`src/rtl/wb_port_arbiter_if.sv`:
```
// rtl/wb_port_arbiter_if.sv - write-back port arbiter bus bundle
//
// Signals:
//   pipe_we/pipe_rd/pipe_data  pipeline write-back request
//   pipe_stall                 forced one-cycle pipeline hold
//   lu_valid/lu_ready/lu_rd/lu_data  long-latency result handshake
//   rf_we/rf_rd/rf_wdata       registered register-file write port
//   pend_count                 buffered long-latency result count
//   rs1_addr/rs2_addr/pend_hazard  only with WB_ARB_HAZARD_EN
// Modports: slave (arbiter side), master (driver side).
interface wb_port_arbiter_if #(
  parameter int FIFO_DEPTH = 2
);
  localparam int CW = $clog2(FIFO_DEPTH) + 1;

  logic          pipe_we;
  logic [4:0]    pipe_rd;
  logic [31:0]   pipe_data;
  logic          pipe_stall;
  logic          lu_valid;
  logic          lu_ready;
  logic [4:0]    lu_rd;
  logic [31:0]   lu_data;
  logic          rf_we;
  logic [4:0]    rf_rd;
  logic [31:0]   rf_wdata;
  logic [CW-1:0] pend_count;
`ifdef WB_ARB_HAZARD_EN
  logic [4:0]    rs1_addr;
  logic [4:0]    rs2_addr;
  logic          pend_hazard;
`endif

  modport slave (
    input  pipe_we, pipe_rd, pipe_data, lu_valid, lu_rd, lu_data,
`ifdef WB_ARB_HAZARD_EN
    input  rs1_addr, rs2_addr,
    output pend_hazard,
`endif
    output pipe_stall, lu_ready, rf_we, rf_rd, rf_wdata, pend_count
  );

  modport master (
    output pipe_we, pipe_rd, pipe_data, lu_valid, lu_rd, lu_data,
`ifdef WB_ARB_HAZARD_EN
    output rs1_addr, rs2_addr,
    input  pend_hazard,
`endif
    input  pipe_stall, lu_ready, rf_we, rf_rd, rf_wdata, pend_count
  );
endinterface

```
`src/rtl/wb_port_arbiter.sv`:
```
// rtl/wb_port_arbiter.sv - register-file write port arbiter, pipeline vs long-latency FIFO
//
// Ports:
//   clk   rising-edge clock
//   rst   synchronous active-high reset
//   bus   wb_port_arbiter_if.slave (pipe_*, lu_*, rf_*, pipe_stall, pend_count)
// Optional macro WB_ARB_HAZARD_EN adds rs1_addr/rs2_addr inputs and the
// pend_hazard output (match of a nonzero source against any buffered rd).
module wb_port_arbiter #(
  parameter int FIFO_DEPTH = 2,
  parameter int MAX_WAIT   = 4
) (
  input  logic                clk,
  input  logic                rst,
  wb_port_arbiter_if.slave    bus
);
  localparam int PW = $clog2(FIFO_DEPTH);
  localparam int CW = PW + 1;
  localparam int WW = $clog2(MAX_WAIT + 1);

  // Result buffer; x0 results are never stored.
  logic [4:0]    q_rd   [FIFO_DEPTH];
  logic [31:0]   q_data [FIFO_DEPTH];
  logic [PW-1:0] rd_ptr;
  logic [PW-1:0] wr_ptr;
  logic [CW-1:0] count;
  logic [WW-1:0] wait_cnt;

  logic          rf_we_q;
  logic [4:0]    rf_rd_q;
  logic [31:0]   rf_wdata_q;

  logic          stall;
  logic          pipe_write;
  logic          pop;
  logic          push;
  logic          store;
  logic          not_full;

  // Stall depends only on registered state so no input can reach it.
  always_comb begin
    not_full   = (count < CW'(FIFO_DEPTH));
    stall      = (count != '0) && (wait_cnt == WW'(MAX_WAIT));
    pipe_write = bus.pipe_we && (bus.pipe_rd != 5'd0) && !stall;
    pop        = (count != '0) && !pipe_write;
    // Room is judged on the registered count; a same-cycle pop frees nothing.
    push       = bus.lu_valid && !rst && not_full;
    store      = push && (bus.lu_rd != 5'd0);
  end

  always_ff @(posedge clk) begin
    if (rst) begin
      rd_ptr   <= '0;
      wr_ptr   <= '0;
      count    <= '0;
      wait_cnt <= '0;
    end else begin
      if (pop)   rd_ptr <= rd_ptr + PW'(1);
      if (store) wr_ptr <= wr_ptr + PW'(1);

      case ({store, pop})
        2'b10:   count <= count + CW'(1);
        2'b01:   count <= count - CW'(1);
        default: count <= count;
      endcase

      // Counts cycles the head has been denied; reaching MAX_WAIT forces
      // exactly one stall, whose pop clears it again.
      if (pop || (count == '0))
        wait_cnt <= '0;
      else if (wait_cnt != WW'(MAX_WAIT))
        wait_cnt <= wait_cnt + WW'(1);
    end
  end

  // Payload storage needs no reset: validity is carried by count/pointers.
  always_ff @(posedge clk) begin
    if (store) begin
      q_rd[wr_ptr]   <= bus.lu_rd;
      q_data[wr_ptr] <= bus.lu_data;
    end
  end

  // Registered write port; address/data hold when no write happens.
  always_ff @(posedge clk) begin
    if (rst) begin
      rf_we_q    <= 1'b0;
      rf_rd_q    <= 5'd0;
      rf_wdata_q <= 32'd0;
    end else if (pipe_write) begin
      rf_we_q    <= 1'b1;
      rf_rd_q    <= bus.pipe_rd;
      rf_wdata_q <= bus.pipe_data;
    end else if (pop) begin
      rf_we_q    <= 1'b1;
      rf_rd_q    <= q_rd[rd_ptr];
      rf_wdata_q <= q_data[rd_ptr];
    end else begin
      rf_we_q    <= 1'b0;
    end
  end

  assign bus.lu_ready   = !rst && not_full;
  assign bus.pipe_stall = stall;
  assign bus.rf_we      = rf_we_q;
  assign bus.rf_rd      = rf_rd_q;
  assign bus.rf_wdata   = rf_wdata_q;
  assign bus.pend_count = count;

`ifdef WB_ARB_HAZARD_EN
  logic          hazard;
  logic [PW-1:0] idx;

  // Walk the live entries from the head; slot i is valid while i < count.
  always_comb begin
    hazard = 1'b0;
    idx    = '0;
    for (int i = 0; i < FIFO_DEPTH; i++) begin
      idx = rd_ptr + PW'(i);
      if (CW'(i) < count) begin
        if ((bus.rs1_addr != 5'd0) && (q_rd[idx] == bus.rs1_addr)) hazard = 1'b1;
        if ((bus.rs2_addr != 5'd0) && (q_rd[idx] == bus.rs2_addr)) hazard = 1'b1;
      end
    end
  end

  assign bus.pend_hazard = hazard && !rst;
`endif

endmodule
```
`src/flat_wrapper.sv`:
```
// flat-port wrapper written by rule: the top's interface ports become plain ports
module wb_port_arbiter_flat 
#(
  parameter int FIFO_DEPTH = 2,
  parameter int MAX_WAIT   = 4
)
  (clk, rst, bus_pipe_we, bus_pipe_rd, bus_pipe_data, bus_lu_valid, bus_lu_rd, bus_lu_data, bus_pipe_stall, bus_lu_ready, bus_rf_we, bus_rf_rd, bus_rf_wdata, bus_pend_count);
  wb_port_arbiter_if #(.FIFO_DEPTH(FIFO_DEPTH)) bus_i ();
  input  logic clk;
  input  logic rst;
  input wire logic [$bits(bus_i.pipe_we)-1:0] bus_pipe_we;
  input wire logic [$bits(bus_i.pipe_rd)-1:0] bus_pipe_rd;
  input wire logic [$bits(bus_i.pipe_data)-1:0] bus_pipe_data;
  input wire logic [$bits(bus_i.lu_valid)-1:0] bus_lu_valid;
  input wire logic [$bits(bus_i.lu_rd)-1:0] bus_lu_rd;
  input wire logic [$bits(bus_i.lu_data)-1:0] bus_lu_data;
  output wire logic [$bits(bus_i.pipe_stall)-1:0] bus_pipe_stall;
  output wire logic [$bits(bus_i.lu_ready)-1:0] bus_lu_ready;
  output wire logic [$bits(bus_i.rf_we)-1:0] bus_rf_we;
  output wire logic [$bits(bus_i.rf_rd)-1:0] bus_rf_rd;
  output wire logic [$bits(bus_i.rf_wdata)-1:0] bus_rf_wdata;
  output wire logic [$bits(bus_i.pend_count)-1:0] bus_pend_count;
  assign bus_i.pipe_we = bus_pipe_we;
  assign bus_i.pipe_rd = bus_pipe_rd;
  assign bus_i.pipe_data = bus_pipe_data;
  assign bus_i.lu_valid = bus_lu_valid;
  assign bus_i.lu_rd = bus_lu_rd;
  assign bus_i.lu_data = bus_lu_data;
  assign bus_pipe_stall = bus_i.pipe_stall;
  assign bus_lu_ready = bus_i.lu_ready;
  assign bus_rf_we = bus_i.rf_we;
  assign bus_rf_rd = bus_i.rf_rd;
  assign bus_rf_wdata = bus_i.rf_wdata;
  assign bus_pend_count = bus_i.pend_count;
  wb_port_arbiter #(.FIFO_DEPTH(FIFO_DEPTH), .MAX_WAIT(MAX_WAIT)) u_core (.clk(clk), .rst(rst), .bus(bus_i));
endmodule
```
`config.mk`:
```
export PLATFORM = sky130hd
export DESIGN_NAME = wb_port_arbiter_flat
export DESIGN_NICKNAME = d
export VERILOG_FILES = /design/src/rtl/wb_port_arbiter_if.sv /design/src/rtl/wb_port_arbiter.sv /design/src/flat_wrapper.sv
export SDC_FILE = /design/constraint.sdc
export NUM_CORES = 1
export LEC_CHECK = 0
export CAP_MARGIN = 40
export CORE_MARGIN = 2
export CORE_UTILIZATION = 40
export CTS_BUF_LIST = sky130_fd_sc_hd__clkbuf_16
export CTS_CLUSTER_SIZE = 30
export DETAILED_ROUTE_END_ITERATION = 8
export PLACE_DENSITY = 0.75
export SLEW_MARGIN = 20
export SYNTH_ARGS = -nofsm -noshare
export SYNTH_HDL_FRONTEND = slang
export SYNTH_SLANG_ARGS = --single-unit
```
`constraint.sdc`:
```
create_clock -name clk -period 3.9 [get_ports clk]
set_input_delay 0.78 -clock clk [delete_from_list [all_inputs] [get_ports clk]]
set_output_delay 0.78 -clock clk [all_outputs]
set_load 0.01 [all_outputs]
```
# [Yosys cells after proc, flatten, opt, wreduce, memory -nomap -nowiden]
# Memory sizes are Yosys's and may differ from the RTL's. A register that Yosys moved wholly into a read port is not among the register bits.
# Cells that the tools add are included.
[totals] regBits=45 ram_bits=74 input_bits=78 memories=2
[mem_list] name="u_core.q_data" depth=2 word_bits=32 rd=1 rd_clocked_by_memory_dff=1 wr=1 line="wb_port_arbiter.sv:23" source="logic [31:0] q_data [FIFO_DEPTH];"
[mem_list] name="u_core.q_rd" depth=2 word_bits=5 rd=1 rd_clocked_by_memory_dff=1 wr=1 line="wb_port_arbiter.sv:22" source="logic [4:0] q_rd [FIFO_DEPTH];"
[classes] n_addsub=5 n_lt_le_gt_ge=1 eq_ne=4 n_mux=13 reduce_logical=19
[ops] operator="32-bit two-way mux" count=2
[ops] operator="5-bit two-way mux" count=2
[ops] operator="5-bit nonzero test" count=2
[ops] operator="1-bit logical AND" count=8
[ops] operator="1-bit two-way mux" count=8
[ops] operator="2-bit nonzero test" count=3
[ops] operator="2-bit one-hot mux with 2 select lines" count=1
[ops] operator="3-bit by 1-bit adder with 3-bit output (second input constant)" count=1
[ops] operator="3-bit equality test (second input constant)" count=1
[ops] operator="1-bit logical NOT" count=3
[ops] operator="3-bit inequality test (second input constant)" count=1
[ops] operator="1-bit adder (second input constant)" count=2
[ops] operator="2-bit by 1-bit adder with 2-bit output (second input constant)" count=1
[ops] operator="2-bit by 1-bit equality test with 1-bit output (second input constant)" count=1
[ops] operator="2-bit equality test (second input constant)" count=1
[ops] operator="2-bit logical NOT" count=1
[ops] operator="2-bit less-than comparator (second input constant)" count=1
[ops] operator="2-bit OR reduction" count=1
[ops] operator="2-bit by 1-bit subtractor with 2-bit output (second input constant)" count=1
[ops] operator="1-bit logical OR" count=1

# [Logic depth before layout (Yosys ltp)]
[depth] depth_word=8 ltp_mapped=11 mapped_depth_nobuf=9

# [Worst setup path before layout]
# OpenSTA, ideal clock, no wires.
[synth_path] kind="input port to flip-flop" start="input port rst" end="memory u_core.q_data[0][0] (enable)" setup_time_ps=431 arrival_ps=2945 required_time_ps=3469 path_slack_ps=524 stages=4 path_buffers=1 path_cell_list="clkbuf_1 nor2_1 o211ai_1 nor2_1"
[synth_between] elab_chain_len=6
[synth_rtl] element="from (decl)" line="flat_wrapper.sv:10" source="input logic rst;"
[synth_rtl] element="1-bit logical NOT" line="wb_port_arbiter.sv:47" source="push = bus.lu_valid && !rst && not_full;"
[synth_rtl] element="1-bit logical AND (2 in a row)" line="wb_port_arbiter.sv:47"
[synth_rtl] element="1-bit logical AND" line="wb_port_arbiter.sv:48" source="store = push && (bus.lu_rd != 5'd0);"
[synth_rtl] element="1-bit two-way mux" line="wb_port_arbiter.sv:78" source="if (store) begin"
[synth_rtl] element="1-bit two-way mux (implied by the code)" line="wb_port_arbiter.sv:80" source="q_data[wr_ptr] <= bus.lu_data;"
[synth_rtl] element="to (decl)" line="wb_port_arbiter.sv:23"
# Every way passes these cells.

# [Final worst setup path]
[layout_path] start="register u_core.count[1], in the netlist u_core.bus.pend_count[1]" end="output port bus_pipe_stall"
[layout_between] elab_chain_len=2
[layout_rtl] element="from (decl)" line="wb_port_arbiter.sv:26" source="logic [CW-1:0] count;"
[layout_rtl] element="from (signal assigned)" line="wb_port_arbiter.sv:62" source="2'b10: count <= count + CW'(1);"
[layout_rtl] element="from (signal assigned)" line="wb_port_arbiter.sv:63" source="2'b01: count <= count - CW'(1);"
[layout_rtl] element="from (signal assigned)" line="wb_port_arbiter.sv:64" source="default: count <= count;"
[layout_rtl] element="2-bit nonzero test" line="wb_port_arbiter.sv:43" source="stall = (count != '0) && (wait_cnt == WW'(MAX_WAIT));"
[layout_rtl] element="1-bit logical AND" line="wb_port_arbiter.sv:43"
[layout_rtl] element="to (decl)" line="flat_wrapper.sv:17" source="output wire logic [$bits(bus_i.pipe_stall)-1:0] bus_pipe_stall;"
# Every way passes these cells.

==> results.md <==
Outcome:
- The run finished with clean final reports.

Route:
- The final antenna-violating net count is 0.
- Using the TritonRoute via totals, the vias-per-cell ratio works out to 5.11.
- For this block, the routed nets add up to roughly 11,000 microns of wire.
- After detailed routing, the average wire length per cell comes to about 17 microns.
- The initial detailed-routing violation count is a little under 200.
- The total via count after detailed routing is around 3,500.
- The number of detailed-route iterations in the first pass is 7.
- The post-route DRC violation count is 0.

Die:
- The die is roughly 120 microns wide.
- The total area inside the core boundary comes to 0.0125 sq mm.
- 120 I/O pins were placed.
- The initial standard-cell utilization of the core is between 40% and 50%.
- The die height is approximately 120 microns.
- The floorplan has 41 rows.
- The area of the die is approximately 0.014 sq mm.

Synth:
- The number of warnings issued by yosys is 0.
- The summed instance area of the synthesized netlist is 0.00507 sq mm.
- The mean area per synthesized cell is between 10 and 15 sq um.
- The number of flops mapped to enable cells by yosys is 74.
- The share of synthesized flip-flops with an asynchronous set or reset is 0%.
- The number of nets handed over by synthesis was around 460.
- Counting every instance in the synthesized netlist gives 383.
- The number of different library cells in the post-synthesis netlist is 36.
- The dominant register cell in the synthesized netlist is sky130_fd_sc_hd__edfxtp_1.
- Counting flops and latches in the post-synthesis netlist gives between 100 and 150.
- The sequential cell area fraction in the yosys report is 61.9%.

CTS:
- Buffers inserted to repair hold after CTS numbered 0.
- In this run the post-CTS setup repair buffer count came out at 0.
- Clock latency on the worst-skew pair, taken at its later pin, is 0.41 ns.
- CTS built an H-tree with a depth of 4.
- The clock tree from TritonCTS is yes.
- The total clock buffers created by CTS is 17.
- The buffer cell driving the clock tree root is sky130_fd_sc_hd__clkbuf_16.
- Clock tree synthesis found a total of 120 sinks.
- The number of gates given a new drive strength after cts is 0.
- No sink is reached through more buffers than the 2 on the longest clock path.
- After clock tree synthesis, the clock-pin slew on the worst setup and hold paths is approximately 0.050 ns.

Timing:
- The max-slew violation count is 0.
- The clock skew after layout is 0.00655 ns.
- After layout, the worst path uses 75.3% of the clock period.
- Counting I/O delays and the setup requirement, the final critical path takes 2.94 ns.
- For the final routed database, the setup TNS stands at 0 ns.
- The actual transition at the worst max-transition pin is 0.789 ns.
- Static timing analysis puts the maximum clock frequency at about 340 MHz.
- The number of failing setup endpoints in the final timing report is 0.
- Setup repair after global routing left no endpoint under its margin.
- The tightest hold path in the finished design has a slack of 0.493 ns.
- The number of hold violations in the final report is 0.
- The relative slew slack is between 40% and 50%.

Critical path:
- The largest individual stage delay along the critical path comes from the cell sky130_fd_sc_hd__dfxtp_2.
- At the worst endpoint, the arrival time is about 2.2 ns.
- The buffering stage count on the worst path with inverters included is 3.
- On the worst path, the slowest cell contributes a delay of ~0.65 ns.
- The critical path goes through buf_16 > o211ai_1 > inv_1 > clkdlybuf4s50_1.
- The kind of end point of the critical path is an output port.
- The critical path is of the reg -> out type.
- The worst setup path is launched from a register.
- Data on the critical path is required at its endpoint by approximately 3.1 ns.
- The family with the most delay on the worst path is buffers and inverters.
- The largest fanout on the critical path is 22.

Cells and area:
- In the final layout, the share of cells above drive strength 1 is under 10%.
- The area growth from synthesis to layout is 39.0%.
- The layout net count is approximately 580.
- The number of diodes added for antenna fixing is 0.

Global route:
- Across every metal layer, demand over resource in global routing totals about 18%.
- The wire length of the first global-routing pass is 17,800 microns.
- The total congestion overflow is 0.
- Entering global routing, the biggest net connects 86 pins.
- The via count of the first global-routing pass came to roughly 3,600.
- The initial antenna violation count came to 0.

Place:
- The count of input and output buffers is roughly 120.
- Routability-driven placement finished with a final weighted congestion of between 0.7 and 0.8.
- After legalization and detailed placement, the total HPWL measured between 7000 and 8000 microns.

Power and ir drop:
- The leakage power figure is around 2.5 nW.
- Across the VDD grid, the largest voltage drop is approximately 0.30 mV.
- Power spread over the standard cell area amounts to 627 mW/mm^2.

Min path:
- In this run the worst hold path is classified as reg -> reg.

Flow run:
- Across the run, the number of max-cap violations was 0.
[Yosys cell counts, drive strengths merged (3+ instances only)]
cell type / number / share of area, %
a211o: 34 / 5.9
a211oi: 3 / 0.44
buf: 7 / 0.79
clkbuf: 25 / 1.8
dfxtp: 46 / 18
edfxtp: 74 / 44
ha: 3 / 0.74
inv: 4 / 0.30
mux2i: 69 / 14
nand2b: 34 / 4.2
nand4b: 3 / 0.52
nor2: 11 / 0.81
nor2b: 4 / 0.49
nor3: 34 / 3.4
nor4b: 3 / 0.52
o211ai: 3 / 0.44
o21ai: 4 / 0.39
o41ai: 3 / 0.81
[cell type report]
class                   count  area [sq um]
repair buffers            128          1330
inverters                   4          15.0
well taps                 172           215
clock inverters            15           121
flip-flops and latches    120          3150
clock buffers              17           425
fillers                  1036          5460
multi-input cells         227          1800
[where the power goes]
part	switching [W]	internal, W
sequential	0.000175	0.00154
clock	0.000521	0.000915
combinational	0.000593	0.000680
[path summary, 6_finish.rpt]
check	slack [ns]	startpoint	cells after the start	to
worst min-delay path	0.49	u_core.wr_ptr$_SDFFE_PP0P_	1	u_core.wr_ptr$_SDFFE_PP0P_
worst max-delay path	0.96	u_core.bus.pend_count[1]$_SDFFE_PP0P_	4	bus_pipe_stall
worst max register to register	1.42	u_core.bus.pend_count[1]$_SDFFE_PP0P_	7	u_core.bus.pend_count[1]$_SDFFE_PP0P_
worst min register to register	0.49	u_core.wr_ptr$_SDFFE_PP0P_	1	u_core.wr_ptr$_SDFFE_PP0P_
[cell families (layout without fill, tap and decap cells)]
group           Yosys count  in the layout  synth area share (%)
flops                   120            120                  61.9
simple gates            100            100                  11.5
mux                      69             69                  13.6
compound gates           52             52                  8.75
buf+inv                  36            164                  2.93
fa+ha+maj                 3              3                 0.740
xor+xnor                  3              3                 0.518
[flip-flops by register name, indices dropped and copies added (netlist names), named ones only]
name	cells
u_core.bus.pend_count	2
u_core.bus.rf_rd	5
u_core.bus.rf_wdata	32
u_core.bus.rf_we	1
u_core.q_data	64
u_core.q_rd	10
u_core.rd_ptr	1
u_core.wait_cnt	3
u_core.wr_ptr	1
[cell usage in the layout (no fill, tap or decap), types with 4 or more instances in the layout]
| cell type | n |
|---|---|
| sky130_fd_sc_hd__clkinv_1 | 4 |
| sky130_fd_sc_hd__dfxtp_1 | 43 |
| sky130_fd_sc_hd__nor3_1 | 34 |
| sky130_fd_sc_hd__nor2b_1 | 4 |
| sky130_fd_sc_hd__edfxtp_1 | 74 |
| sky130_fd_sc_hd__buf_4 | 5 |
| sky130_fd_sc_hd__nand2b_1 | 34 |
| sky130_fd_sc_hd__clkbuf_16 | 17 |
| sky130_fd_sc_hd__nor2_1 | 9 |
| sky130_fd_sc_hd__a211o_1 | 34 |
| sky130_fd_sc_hd__buf_16 | 4 |
| sky130_fd_sc_hd__clkdlybuf4s50_1 | 118 |
| sky130_fd_sc_hd__mux2i_1 | 69 |
| sky130_fd_sc_hd__inv_1 | 8 |
| sky130_fd_sc_hd__o21ai_0 | 4 |
[routing by layer]
| metal | part of all wire (%) | GRT usage (%) |
|---|---|---|
| met1 | 42 | 19.9 |
| met2 | 51 | 30.9 |
| met3 | 5.4 | 5.45 |
| met4 | 1.5 | 7.92 |
| met5 | 0 | 0 |
[metrics by stage]
stage          setup WS (ns)  utilization (%)  power [W]  instance area, sq um  cells
2_1_floorplan          0.524                -    0.00247                  5070    383
3_3_place_gp           0.922             51.1    0.00292                  6400    647
3_5_place_dp           0.852             51.8    0.00301                  6480    650
4_1_cts                0.753             56.1    0.00445                  7030    682
5_1_grt                0.833             56.4    0.00465                  7050    683
6_report               0.965             56.4    0.00442                  7050    683
No activity file was read; power rests on OpenSTA's default activity.
